--- src/rtl/instr_sequencer.sv ---
// Multi-cycle fetch/decode/exec/mem sequencer that feeds a single-cycle datapath.
// Defining SEQ_PERF_COUNTERS_EN adds the cycle_cnt/retire_cnt performance counters.
module instr_sequencer #(
   parameter int unsigned ADDR_W        = 8,
   parameter int unsigned PC_RESET      = 0,
   parameter int unsigned MEM_WAIT      = 1,
   parameter int unsigned FETCH_TIMEOUT = 15
) (
   input  logic              clk,
   input  logic              rst_n,
   input  logic              start,
   input  logic              stop,
   output logic              imem_req,
   output logic [ADDR_W-1:0] imem_addr,
   input  logic              imem_ack,
   input  logic [31:0]       imem_rdata,
   output logic [31:0]       instruction,
   output logic              exec_en,
   output logic              mem_phase,
   output logic              rf_wr,
   output logic              retire,
   output logic              illegal,
   output logic [ADDR_W-1:0] pc,
   output logic              busy,
   output logic              halted,
`ifdef SEQ_PERF_COUNTERS_EN
   output logic [31:0]       cycle_cnt,
   output logic [31:0]       retire_cnt,
`endif
   output logic              fault
);

   typedef enum logic [2:0] {
      StIdle,
      StFetch,
      StDecode,
      StExec,
      StMem,
      StHalt
   } state_e;

   localparam logic [5:0] OpRtype = 6'h00;
   localparam logic [5:0] OpLw    = 6'h23;
   localparam logic [5:0] OpSw    = 6'h2B;
   localparam logic [5:0] OpHalt  = 6'h3F;

   state_e            state_q, state_d;
   logic [ADDR_W-1:0] pc_q, pc_d;
   logic [31:0]       instr_q, instr_d;
   logic [7:0]        cnt_q, cnt_d;
   logic              fault_q, fault_d;
   logic [5:0]        opcode;
   state_e            boundary_state;

   assign opcode         = instr_q[31:26];
   // Instruction boundary: stop has priority over start.
   assign boundary_state = stop ? StIdle : StFetch;

   always_ff @(posedge clk or negedge rst_n) begin
      if (!rst_n) begin
         state_q <= StIdle;
         pc_q    <= ADDR_W'(PC_RESET);
         instr_q <= '0;
         cnt_q   <= '0;
         fault_q <= 1'b0;
      end else begin
         state_q <= state_d;
         pc_q    <= pc_d;
         instr_q <= instr_d;
         cnt_q   <= cnt_d;
         fault_q <= fault_d;
      end
   end

   always_comb begin
      state_d   = state_q;
      pc_d      = pc_q;
      instr_d   = instr_q;
      cnt_d     = cnt_q;
      fault_d   = fault_q;
      imem_req  = 1'b0;
      exec_en   = 1'b0;
      mem_phase = 1'b0;
      rf_wr     = 1'b0;
      retire    = 1'b0;
      illegal   = 1'b0;
      busy      = 1'b1;
      halted    = 1'b0;
      unique case (state_q)
         StIdle: begin
            busy = 1'b0;
            if (start) state_d = StFetch;
         end
         StFetch: begin
            imem_req = 1'b1;
            // An ack in the timeout cycle still wins over the fault.
            if (imem_ack) begin
               instr_d = imem_rdata;
               cnt_d   = '0;
               state_d = StDecode;
            end else if (cnt_q == 8'(FETCH_TIMEOUT - 1)) begin
               cnt_d   = '0;
               fault_d = 1'b1;
               state_d = StHalt;
            end else begin
               cnt_d = cnt_q + 8'd1;
            end
         end
         StDecode: begin
            if (opcode == OpRtype || opcode == OpLw || opcode == OpSw) begin
               state_d = StExec;
            end else if (opcode == OpHalt) begin
               retire  = 1'b1;
               state_d = StHalt;
            end else begin
               illegal = 1'b1;
               pc_d    = pc_q + ADDR_W'(1);
               state_d = boundary_state;
            end
         end
         StExec: begin
            exec_en = 1'b1;
            if (opcode == OpRtype) begin
               rf_wr   = 1'b1;
               retire  = 1'b1;
               pc_d    = pc_q + ADDR_W'(1);
               state_d = boundary_state;
            end else begin
               state_d = StMem;
            end
         end
         StMem: begin
            mem_phase = 1'b1;
            if (cnt_q == 8'(MEM_WAIT - 1)) begin
               retire  = 1'b1;
               rf_wr   = (opcode == OpLw);
               pc_d    = pc_q + ADDR_W'(1);
               cnt_d   = '0;
               state_d = boundary_state;
            end else begin
               cnt_d = cnt_q + 8'd1;
            end
         end
         StHalt: begin
            busy   = 1'b0;
            halted = 1'b1;
         end
         default: state_d = StIdle;
      endcase
   end

   assign imem_addr   = pc_q;
   assign pc          = pc_q;
   assign instruction = instr_q;
   assign fault       = fault_q;

`ifdef SEQ_PERF_COUNTERS_EN
   logic [31:0] cycle_cnt_q, retire_cnt_q;

   // busy is low in HALT, so both counters freeze there.
   always_ff @(posedge clk or negedge rst_n) begin
      if (!rst_n) begin
         cycle_cnt_q  <= '0;
         retire_cnt_q <= '0;
      end else begin
         if (busy) cycle_cnt_q <= cycle_cnt_q + 32'd1;
         if (retire) retire_cnt_q <= retire_cnt_q + 32'd1;
      end
   end

   assign cycle_cnt  = cycle_cnt_q;
   assign retire_cnt = retire_cnt_q;
`endif

endmodule

--- config.mk ---
export PLATFORM = sky130hd
export DESIGN_NAME = instr_sequencer
export DESIGN_NICKNAME = d
export VERILOG_FILES = /design/src/rtl/instr_sequencer.sv
export SDC_FILE = /design/constraint.sdc
export NUM_CORES = 1
export LEC_CHECK = 0
export BUFFER_PORTS_ARGS = -buffer_cell sky130_fd_sc_hd__buf_4
export CORE_ASPECT_RATIO = 0.75
export CORE_MARGIN = 8
export CORE_UTILIZATION = 32
export CTS_CLUSTER_DIAMETER = 100
export DETAILED_ROUTE_END_ITERATION = 7
export PLACE_DENSITY = 0.53
export SYNTH_ARGS = -nofsm -noshare
export SYNTH_HDL_FRONTEND = slang
export SYNTH_SLANG_ARGS = --single-unit
--- constraint.sdc ---
create_clock -name clk -period 2.54 [get_ports clk]
set_input_delay 0.254 -clock clk [delete_from_list [all_inputs] [get_ports clk]]
set_output_delay 0.254 -clock clk [all_outputs]
set_load 0.05 [all_outputs]
==> Word-level counts from Yosys, hierarchy flattened <==
Cells that the tools add are included.
{ "totals": {"in_bits": 37, "register_bits": 52, "word_cells": 69} }
{ "classes": {"n_eq_ne": 15, "reduce_logical": 12, "muxes": 33, "addsub": 2, "bitwise_logic": 2} }
{ "op_table": {"columns": ["operator", "count"], "rows": [
  ["8-bit two-way mux", 7],
  ["8-bit case mux with 3 select lines", 1],
  ["3-bit two-way mux", 7],
  ["6-bit equality test, second input constant", 3],
  ["3-bit case mux with 6 select lines", 1],
  ["8-bit by 1-bit adder with 8-bit output, second input constant", 2],
  ["8-bit case mux with 2 select lines", 1],
  ["1-bit two-way mux", 14],
  ["2-bit inequality test, second input constant", 5],
  ["8-bit by 4-bit equality test with 1-bit output, second input constant", 1],
  ["8-bit zero test", 1],
  ["3-bit by 2-bit equality test with 1-bit output, second input constant", 2],
  ["3-bit equality test, second input constant", 2],
  ["6-bit zero test", 1],
  ["5-bit AND reduction", 1],
  ["4-bit AND reduction", 1],
  ["3-bit by 1-bit equality test with 1-bit output, second input constant", 1],
  ["3-bit zero test", 1],
  ["3-bit inequality test, second input constant", 1],
  ["1-bit case mux with 3 select lines", 1],
  ["3-bit AND reduction", 1],
  ["3-bit nonzero test", 1],
  ["1-bit logical OR", 2],
  ["1-bit inverter", 2],
  ["4 further kinds", 4]
]} }

==> Longest topological paths before layout <==
Gate-level depths: netlist of the first run.
{ "depth": {"word_depth": 5, "ltp_mapped": 7, "mapped_depth_nobuf": 7} }

==> Worst setup path after synthesis of the first run <==
OpenSTA, ideal clock, no wires.
{ "synth_path": {"path_type": "flip-flop to output port", "from": "register instr_q[26] (netlist: instruction[26])", "to": "output port retire", "path_stages_with_launch": 5, "t_arrival_ns": 2.534, "setup_slack_ns": -0.248, "cell_sequence": "dfrtp_1 -> or4_4 -> nor2_1 -> a21oi_1 -> o21ai_0"} }
{ "synth_via": {"elab_chain_len": 5, "elab_cells_between_ends": 10} }
{ "synth_rtl": {"columns": ["item", "line", "rtl"], "rows": [
  ["from (decl)", "49", "logic [31:0] instr_q, instr_d;"],
  ["from (signal assigned)", "69", "instr_q <= instr_d;"],
  ["6-bit equality test or 6-bit zero test (tied branches)", "110, 123", null],
  ["1-bit logical OR (2 in series)", "110", "if (opcode == OpRtype || opcode == OpLw || opcode == OpSw) begin"],
  ["1-bit two-way mux", "110", null],
  ["1-bit case mux with 3 select lines *", "89", "unique case (state_q)"],
  ["to (decl)", "21", "output logic retire,"]
]} }
Mark *: on every way between the ends. The rest lies on a longest branch, timed or not.

==> Final worst setup path of the first run <==
Ends and elaborated chain as after synthesis.

==> metrics.yaml, run 1 <==
finish:
  drive_gt1_share_pct: 40.3
  final_cell_mix: "94 x buf_4, 52 x dfrtp_1, 26 x mux2_1"
  fillers: 748
  layout.cells.most_common: "buf_4"
  areaGrowthSynthToFinish_pct: 33.4
  stdcell_count: 405
  fin_util_pct: 43.3
  nets: 340
  n_antenna_cell: 0
setup_path:
  arrival_ns: 2.00
  reg2reg_depth: 5
  r2r-end: "imem_addr[1]"
  crit_path_end_kind: "output port"
  cp_data_required_time_ns: 2.29
  crit_path_cell_trace: "or4_4 -> nor2_1 -> a21oi_1 -> o21ai_1 -> buf_4"
  cp_max_fo: 5
  critPathBufInv: 1
  cpMaxStageDelayCell: "or4_4"
  slowest_delay_ns: 0.57
  cp-start-kind: "flop"
  r2r_slack_ns: 0.50
  cp_top_family: "simple AND/OR/NAND/NOR gates"
  path_class: "reg -> out"
  timing.rr.start: "instruction[26]"
sta:
  rsz0062_at_grt: "no"
  skew_ns: 0.00803
  slew_viol_final: 0
  hold_violations: 52
  timing.final.crit_share_pct: 88.7
  finalCriticalPeriod_ns: 2.25
  fmax_ghz: 0.444
  fin_setup_tns_ns: 0
  whs_ns: -0.0198
  max_slew.worst_pin.slew_ns: 0.671
  final-setup-viol-count: 0
  relSlewSlack_pct: 55.2
pwr:
  max-vdd-ir-drop_v: 0.000620
  power_density_nw_per_um2: 1490
  power_leakage_nw: 1.58
floorplanning:
  die_area_um2: 11000
  ioPinCount: 94
  initial_core_util_pct: 32.5
  die_h_um: 92.9
  die_x_um: 119
  core-area_um2: 7780
  fp-row-count: 28
placement:
  gp_congestion: 0.743
  dp_cells: 397
  dpl.hpwl_um: 4660
  io_buffers: 93
min_path:
  hp-class: "in -> async"
clocking:
  root_buffer: "clkbuf_8"
  clock-sinks: 52
  cts_tree: "built"
  cts-buffers-inserted: 5
  postCtsSetupBuffers: 0
  cts_max_level: 2
  worst_skew_pair.late_latency_ns: 0.30
  cts_resized: 0
  clockBufferDepth: 2
  cts-hold-fix-buffers: 0
  clk_pin_slew_ns: 0.10
detailed_routing:
  antenna_left: 0
  via_per_inst: 4.61
  drc_errors: 0
  drt_iter0_markers: 51
  vias: 1869
  wirelength_um: 6180
  wl_per_cell_um: 15.3
  firstDrtPassIters: 4
logic_synthesis:
  ys.warnings.count: 0
  yosys_register_bits: 52
  synth_cells: 212
  avgSynthCellArea_um2: 11.9
  synth_nets: 253
  synth_cell_types: 42
  netlist_area_um2: 2520
  seq_area_frac_synth_pct: 51.5
grt:
  grt_pass1_vias: 2005
  track_usage_pct: 11.5
  antenna_found_initial: 0
  grt_first_pass_wirelength_um: 10400
  gr-total-overflow: 0
  grt_start_max_net_pins: 53
run_status:
  failed_checks: "negative hold slack"
  status: "finished, violations left"
job:
  maxCapViolations: 0
-- metrics by stage --
step / setup slack, ns / cell area, um^2 / power (W)
floorplan: 0.0978 / 2540 / 0.00371
global placement: 0.556 / 3280 / 0.00458
detailed placement: 0.538 / 3280 / 0.00460
CTS: 0.258 / 3370 / 0.00510
global route: 0.161 / 3370 / 0.00534
finish: 0.287 / 3370 / 0.00503
-- cells by family (layout without fill, tap and decap cells) --
family,count (synthesis),after routing,synth area share (%)
flip-flops,52,52,51.5
buffers and inverters,23,111,5.75
multiplexers,35,35,15.7
AO/OA/AOI/OAI,20,20,6.10
adder cells (fa/ha/maj),4,4,1.98
AND/OR/NAND/NOR,63,63,13.7
XOR/XNOR,15,15,5.20
-- Yosys cell counts --
library cell  instances  area share [%]
dfrtp_1              52              52
mux2_1               26              12
nor2_1               18             2.7
nand3_1              11             2.2
xnor2_1              10             3.5
buf_4                 9             2.7
a21oi_1               7             1.4
inv_1                 7             1.0
mux2_2                7             3.1
and3_1                6             1.5
nand2_1               6            0.89
xor2_1                5             1.7
ha_1                  4             2.0
o21ai_0               4            0.79
buf_6                 3             1.3
nand4_1               3            0.74
nor4_1                3            0.74
or3_1                 3            0.74
and2_1                2            0.50
nand2b_1              2            0.50
nor3b_1               2            0.59
or3b_1                2            0.69
a2111oi_4             1             1.1
a21o_1                1            0.30
a311oi_1              1            0.35
buf_2                 1            0.20
clkbuf_1              1            0.15
clkbuf_2              1            0.20
inv_2                 1            0.15
mux2_4                1            0.59
mux2i_1               1            0.40
nand2_4               1            0.45
nand3_2               1            0.40
nor3_1                1            0.20
nor4_2                1            0.50
o21ai_1               1            0.20
o21ai_4               1            0.64
o21bai_2              1            0.45
o22ai_1               1            0.25
o31ai_1               1            0.30
o32ai_1               1            0.35
or4_4                 1            0.45
-- report_power, final --
part	internal [W]	switching [W]	total, W
clock network	0.000196	0.000290	0.000486
registers	0.00117	0.000299	0.00147
logic	0.00101	0.00207	0.00308
total	0.00237	0.00266	0.00503
-- layer usage --
layer / up-vias / global-route usage, % / share of wire, %
li1: 903 / - / -
met1: 913 / 14.3 / 45
met2: 48 / 18.3 / 47
met3: 5 / 4.32 / 6.9
met4: 0 / 3.15 / 0.97
met5: - / 0 / 0
-- worst register-to-register path: stages (launching register included) --
cell and delay (ns):
dfrtp_1 0.43, or4_4 0.57, a2111oi_4 0.41, o21ai_4 0.14, nand2_4 0.09, mux2_4 0.29
-- flip-flops by register name, summed over array words and instances (netlist names) --
name and count:
instruction 32, cnt_q 8, imem_addr 8, state_q 3
fault 1
-- final cells by class --
class | instances | area [um^2] | area share [%]
Tap cell | 105 | 131 | 3.90
Clock inverter | 3 | 21.3 | 0.631
Timing Repair Buffer | 95 | 726 | 21.5
Sequential cell | 52 | 1300 | 38.6
Clock buffer | 5 | 68.8 | 2.04
Inverter | 8 | 30.0 | 0.891
Multi-Input combinational cell | 137 | 1090 | 32.4
-- how the worst max path moves through the flow --
stage | to | slack [ns] | startpoint | cells after the start
floorplan | retire | 0.1 | instruction[26] | 4
global placement | imem_addr[1] | 0.56 | instruction[26] | 5
detailed placement | imem_addr[1] | 0.54 | instruction[26] | 5
CTS | retire | 0.26 | instruction[26] | 5
global route | retire | 0.16 | instruction[26] | 5
finish | retire | 0.29 | instruction[26] | 5
Note: power is estimated with default switching activity, not from simulation.
==> run 2: changes to the inputs <==
Settings changed: SETUP_SLACK_MARGIN set to 0.4.
Clock period 2.54 ns to 2.4 ns, I/O delays scaled along.
==> metrics.yaml, run 2 (synthesized netlist as in run 1, its figures left out) <==
grt:
  antenna_found_initial: 0  # unchanged
  grt_first_pass_wirelength_um: 10900  # was 10400 um
  grt_start_max_net_pins: 53  # unchanged
  track_usage_pct: 12.2  # was 11.5%
  grt_pass1_vias: 2065  # was 2005
  gr-total-overflow: 0  # unchanged
sta:
  fin_setup_tns_ns: 0  # unchanged
  timing.final.crit_share_pct: 86.3
  relSlewSlack_pct: 55.3  # was 55.2%
  slew_viol_final: 0  # unchanged
  skew_ns: 0.00378  # was 0.00803 ns
  finalCriticalPeriod_ns: 2.07
  rsz0062_at_grt: "yes"  # was no
  fmax_ghz: 0.483
  final-setup-viol-count: 0  # unchanged
  hold_violations: 0  # was 52
  max_slew.worst_pin.slew_ns: 0.671  # about the same
setup_path:
  crit_path_end_kind: "output port"  # unchanged
  reg2reg_depth: 5  # unchanged
  timing.rr.start: "instruction[27]"  # was instruction[26]
  path_class: "reg -> out"  # unchanged
  arrival_ns: 1.83  # was 2.00 ns
  r2r_slack_ns: 0.35  # was 0.50 ns
  cp_max_fo: 4  # was 5
  r2r-end: "imem_addr[1]"  # unchanged
  cp-start-kind: "flop"  # unchanged
  cp_data_required_time_ns: 2.16  # was 2.29 ns
finish:
  n_antenna_cell: 0  # unchanged
  final_cell_mix: "102 x buf_4, 47 x dfrtp_1, 26 x mux2_1"  # was 94 x buf_4, 52 x dfrtp_1, 26 x mux2_1
  areaGrowthSynthToFinish_pct: 42.2  # was 33.4%
  drive_gt1_share_pct: 47.8  # was 40.3%
  nets: 352  # was 340
  largest_register_ffs: 32  # unchanged
  fillers: 769  # was 748
  layout.cells.most_common: "buf_4"  # unchanged
pwr:
  power_leakage_nw: 1.66  # was 1.58 nW
  power_density_nw_per_um2: 1580  # was 1490 nW/um^2
  power_w: 0.00567  # was 0.00503 W
  max-vdd-ir-drop_v: 0.000685  # was 0.000620 V
detailed_routing:
  vias: 1910  # was 1869
  top_layer_used: "met4"  # unchanged
  route.met2.wl_um: 2800  # was 2900 um
  wl_per_cell_um: 15.4  # was 15.3 um
  drt_iter0_markers: 64  # was 51
  antenna_left: 0  # unchanged
  wirelength_um: 6440  # was 6180 um
  firstDrtPassIters: 4  # unchanged
  met1_length_um: 3000  # was 2790 um
  drc_errors: 0  # unchanged
  via_per_inst: 4.58  # was 4.61
  wl_met3_um: 565  # was 429 um
clocking:
  cts_max_level: 2  # unchanged
  clock-sinks: 52  # unchanged
  worst_skew_pair.late_latency_ns: 0.30  # about the same
  cts_tree: "built"  # unchanged
  cts-buffers-inserted: 5  # unchanged
  root_buffer: "clkbuf_8"  # unchanged
  clk_pin_slew_ns: 0.10  # about the same
  clockBufferDepth: 2  # unchanged
placement:
  io_buffers: 93  # unchanged
  gp_congestion: 0.764  # was 0.743
  dpl.hpwl_um: 4630  # was 4660 um
floorplanning:
  initial_core_util_pct: 32.5  # unchanged
  die_h_um: 92.9  # unchanged
  core-area_um2: 7780  # unchanged
  ioPinCount: 94  # unchanged
  fp-row-count: 28  # unchanged
  die_x_um: 119  # unchanged
  die_area_um2: 11000  # unchanged
min_path:
  hold_end: "instruction[18]"
  hp-class: "in -> reg"  # was in -> async
  hp-start: "imem_rdata[18]"
  holdPathStages: 2
job:
  maxCapViolations: 0  # unchanged
run_status:
  status: "complete, no violations"  # was finished, violations left
-- run 2: changes by cell type in the layout (fill, tap and decap cells not counted), moves of 2 or more --
| cell | before | now |
|---|---|---|
| o21ai_1 | 2 | 0 |
| or3b_1 | 2 | 0 |
| o21ai_2 | 0 | 2 |
| dfrtp_2 | 0 | 5 |
| buf_6 | 0 | 2 |
| nor2_1 | 18 | 16 |
| dfrtp_1 | 52 | 47 |
| buf_4 | 94 | 102 |
| or3b_4 | 0 | 2 |
-- run 2: per-layer routing --
layer / GRT usage, % / vias up
met5: 0 / -
met4: 3.78 / 0
met3: 5.65 / 8
met2: 18.8 / 56
met1: 14.9 / 922
li1: - / 924
-- run 2: final cells by class --
class / count / area, um^2 / area share, %
Inverter: 8 / 36.3 / 1.01
Tap cell: 105 / 131 / 3.66
Clock inverter: 3 / 42.5 / 1.18
Sequential cell: 52 / 1310 / 36.4
Clock buffer: 5 / 68.8 / 1.92
Timing Repair Buffer: 107 / 843 / 23.5
Multi-Input combinational cell: 137 / 1160 / 32.3
-- run 2: report_power, final --
| group | total, W | internal, W | leakage [nW] | switching (W) |
|---|---|---|---|---|
| registers | 0.00154 | 0.00125 | 0.635 | 0.000295 |
| logic | 0.00353 | 0.00123 | 0.972 | 0.00230 |
| clock network | 0.000605 | 0.000309 | 0.0541 | 0.000296 |
| total | 0.00567 | 0.00278 | 1.66 | 0.00289 |
-- run 2: per-stage QoR --
stage	area [um^2]	worst slack (ns)	std cells	hold slack (ns)	util, %
2_1_floorplan	2560	0.221	212	-0.0556	-
3_3_place_gp	3300	0.402	397	0.339	42.4
3_5_place_dp	3300	0.396	397	0.334	42.4
4_1_cts	3540	0.303	415	0.124	45.5
5_1_grt	3590	0.253	417	0.122	46.2
6_report	3590	0.329	417	0.142	46.2
-- run 2: repair_timing --
| action | 4_1_cts | 5_1_grt |
|---|---|---|
| endpoints found under the setup margin | 4 | 46 |
| hold buffers | 1 | 0 |
| gates resized for setup | 12 | 6 |
| endpoints found under the hold margin | 44 | 0 |
| setup buffers | 9 | 1 |
| cloned | 0 | 1 |
| pin swaps | 2 | 4 |
-- run 2: critical path, stage by stage, from the launching register on --
cell     delay (ns)
dfrtp_2        0.43
or4_4          0.58
nor2_4         0.11
a21oi_2        0.06
o21ai_2        0.16
buf_6          0.18
-- run 2: worst max-delay path by stage --
stage / from / slack, ns / cells after the start / endpoint
floorplan: instruction[28] / 0.22 / 4 / illegal
global placement: instruction[26] / 0.40 / 5 / imem_addr[1]
detailed placement: instruction[26] / 0.40 / 5 / imem_addr[1]
CTS: instruction[26] / 0.30 / 5 / retire
global route: instruction[27] / 0.25 / 5 / retire
finish: instruction[27] / 0.33 / 5 / retire
==> run 3: changes to the inputs <==
Settings changed: CORE_ASPECT_RATIO 0.75 to 0.5.
==> metrics.yaml, run 3 (synthesized netlist as in run 1, its figures left out) <==
finish:
  areaGrowthSynthToFinish_pct: 41.1  # was 42.2%
  n_antenna_cell: 0  # unchanged
  fin_util_pct: 45.5  # was 46.2%
  layout.cells.most_common: "buf_4"  # unchanged
  fillers: 749  # was 769
  final_cell_mix: "97 x buf_4, 48 x dfrtp_1, 26 x mux2_1"  # was 102 x buf_4, 47 x dfrtp_1, 26 x mux2_1
  nets: 344  # was 352
  largest_register_ffs: 32  # unchanged
  drive_gt1_share_pct: 44.7  # was 47.8%
setup_path:
  arrival_ns: 1.80  # was 1.83 ns
  crit_path_end_kind: "output port"  # unchanged
  cp_data_required_time_ns: 2.16  # about the same
  cp_max_fo: 5  # was 4
  path_class: "reg -> out"  # unchanged
  crit_path_cell_trace: "or3b_1 -> clkinvlp_4 -> nand3_4 -> o22ai_4 -> buf_4"  # was or4_4 -> nor2_4 -> a21oi_2 -> o21ai_2 -> buf_6
  cpMaxStageDelayCell: "or3b_1"  # was or4_4
  slowest_delay_ns: 0.46  # was 0.58 ns
  cp-start-kind: "flop"  # unchanged
placement:
  dp_slack_ns: 0.383  # was 0.396 ns
  gp_congestion: 0.822  # was 0.764
  dpl.hpwl_um: 4610  # was 4630 um
  io_buffers: 93  # unchanged
grt:
  track_usage_pct: 11.1  # was 12.2%
  grt_start_max_net_pins: 53  # unchanged
  gr-total-overflow: 0  # unchanged
  grt_first_pass_wirelength_um: 10000  # was 10900 um
  antenna_found_initial: 0  # unchanged
  grt_pass1_vias: 1922  # was 2065
detailed_routing:
  firstDrtPassIters: 6  # was 4
  vias: 1850  # was 1910
  wl_per_cell_um: 14.6  # was 15.4 um
  wirelength_um: 6090  # was 6440 um
  antenna_left: 0  # unchanged
  via_per_inst: 4.45  # was 4.58
  drc_errors: 0  # unchanged
  drt_iter0_markers: 84  # was 64
floorplanning:
  ioPinCount: 94  # unchanged
  initial_core_util_pct: 32.3  # was 32.5%
  fp-row-count: 23  # was 28
  die_area_um2: 11200  # was 11000 um^2
  die_x_um: 142  # was 119 um
  core-area_um2: 7830  # was 7780 um^2
  die_h_um: 78.8  # was 92.9 um
clocking:
  cts-buffers-inserted: 5  # unchanged
  root_buffer: "clkbuf_16"  # was clkbuf_8
  cts_tree: "built"  # unchanged
  worst_skew_pair.late_latency_ns: 0.29  # was 0.30 ns
  clk_pin_slew_ns: 0.07  # was 0.10 ns
  clock-sinks: 52  # unchanged
  cts_max_level: 2  # unchanged
  clockBufferDepth: 2  # unchanged
sta:
  rsz0062_at_grt: "yes"  # unchanged
  fin_setup_tns_ns: 0  # unchanged
  skew_ns: 0.00389  # was 0.00378 ns
  fmax_ghz: 0.490  # was 0.483 GHz
  relSlewSlack_pct: 56.1  # was 55.3%
  finalCriticalPeriod_ns: 2.04  # was 2.07 ns
  whs_ns: -0.0362  # was 0.142 ns
  setup_ws_ns: 0.357  # was 0.329 ns
  final-setup-viol-count: 0  # unchanged
  hold_violations: 34  # was 0
  timing.final.crit_share_pct: 85.1  # was 86.3%
  slew_viol_final: 0  # unchanged
  max_slew.worst_pin.slew_ns: 0.659  # was 0.671 ns
pwr:
  power_density_nw_per_um2: 1620  # was 1580 nW/um^2
  max-vdd-ir-drop_v: 0.000470  # was 0.000685 V
  power_w: 0.00576  # was 0.00567 W
  power_leakage_nw: 1.64  # was 1.66 nW
min_path:
  hp-class: "in -> async"  # was in -> reg
job:
  maxCapViolations: 0  # unchanged
run_status:
  status: "finished, violations left"  # was complete, no violations
  failed_checks: "negative hold slack"
[run 3: changes by cell type in the layout (fill, tap and decap cells not counted), sizes merged]
| cell | previous run | this run |
|---|---|---|
| buf | 105 | 99 |
| inv | 7 | 8 |
| clkinv | 1 | 0 |
| clkinvlp | 2 | 1 |
| dlygate4sd3 | 1 | 0 |
[run 3: layer usage]
| layer | share of wire [%] | up-vias | track usage, % |
|---|---|---|---|
| met4 | 0.82 | 0 | 3.19 |
| met2 | 51 | 33 | 19.5 |
| met3 | 4.9 | 4 | 3.47 |
| li1 | - | 917 | - |
| met1 | 43 | 896 | 12.8 |
| met5 | 0 | - | 0 |
[run 3: power by group]
| group | switching, W | internal [W] |
|---|---|---|
| Sequential | 0.000302 | 0.00125 |
| Combinational | 0.00224 | 0.00114 |
| Clock | 0.000333 | 0.000497 |
| Total | 0.00288 | 0.00289 |
[run 3: critical path, delay by kind of cell, from the launching register on]
family                 cells  cell delay (ns)
AOI/OAI and AO/OA          1             0.15
buffers and inverters      2             0.35
DFF                        1             0.42
and+or+nand+nor            2             0.59
[run 3: stage by stage]
step                area (um^2)  cells
detailed placement         3320    405
CTS                        3540    415
global route               3560    416
global placement           3320    405
floorplan                  2560    212
finish                     3560    416
[run 3: final timing paths]
check	from	end	slack, ns	cells past startpoint
max in group asynchronous	rst_n	instruction[26]	1.95	1
setup / recovery	state_q[0]	rf_wr	0.36	5
hold reg to reg	fault	fault	0.48	1
min in group clk	imem_rdata[3]	instruction[3]	0.16	2
hold / removal	rst_n	fault	-0.04	1
setup reg to reg	instruction[26]	imem_addr[1]	0.38	5
[run 3: area by class of cell]
class | count | area [um^2] | share of cell area, %
Clock buffer | 6 | 129 | 3.62
Clock inverter | 2 | 38.8 | 1.09
Inverter | 8 | 36.3 | 1.02
Multi-Input combinational cell | 137 | 1150 | 32.3
Sequential cell | 52 | 1310 | 36.7
Tap cell | 112 | 140 | 3.93
Timing Repair Buffer | 99 | 759 | 21.3
[run 3: what timing repair did]
item / in CTS / in global routing
gates cloned: 0 / 0
endpoints found under the hold margin: 0 / 0
gates resized for setup: 8 / 4
buffers inserted: 2 / 1
pin swaps: 2 / 2
endpoints found under the setup margin: 4 / 14
hold buffers: 0 / 0
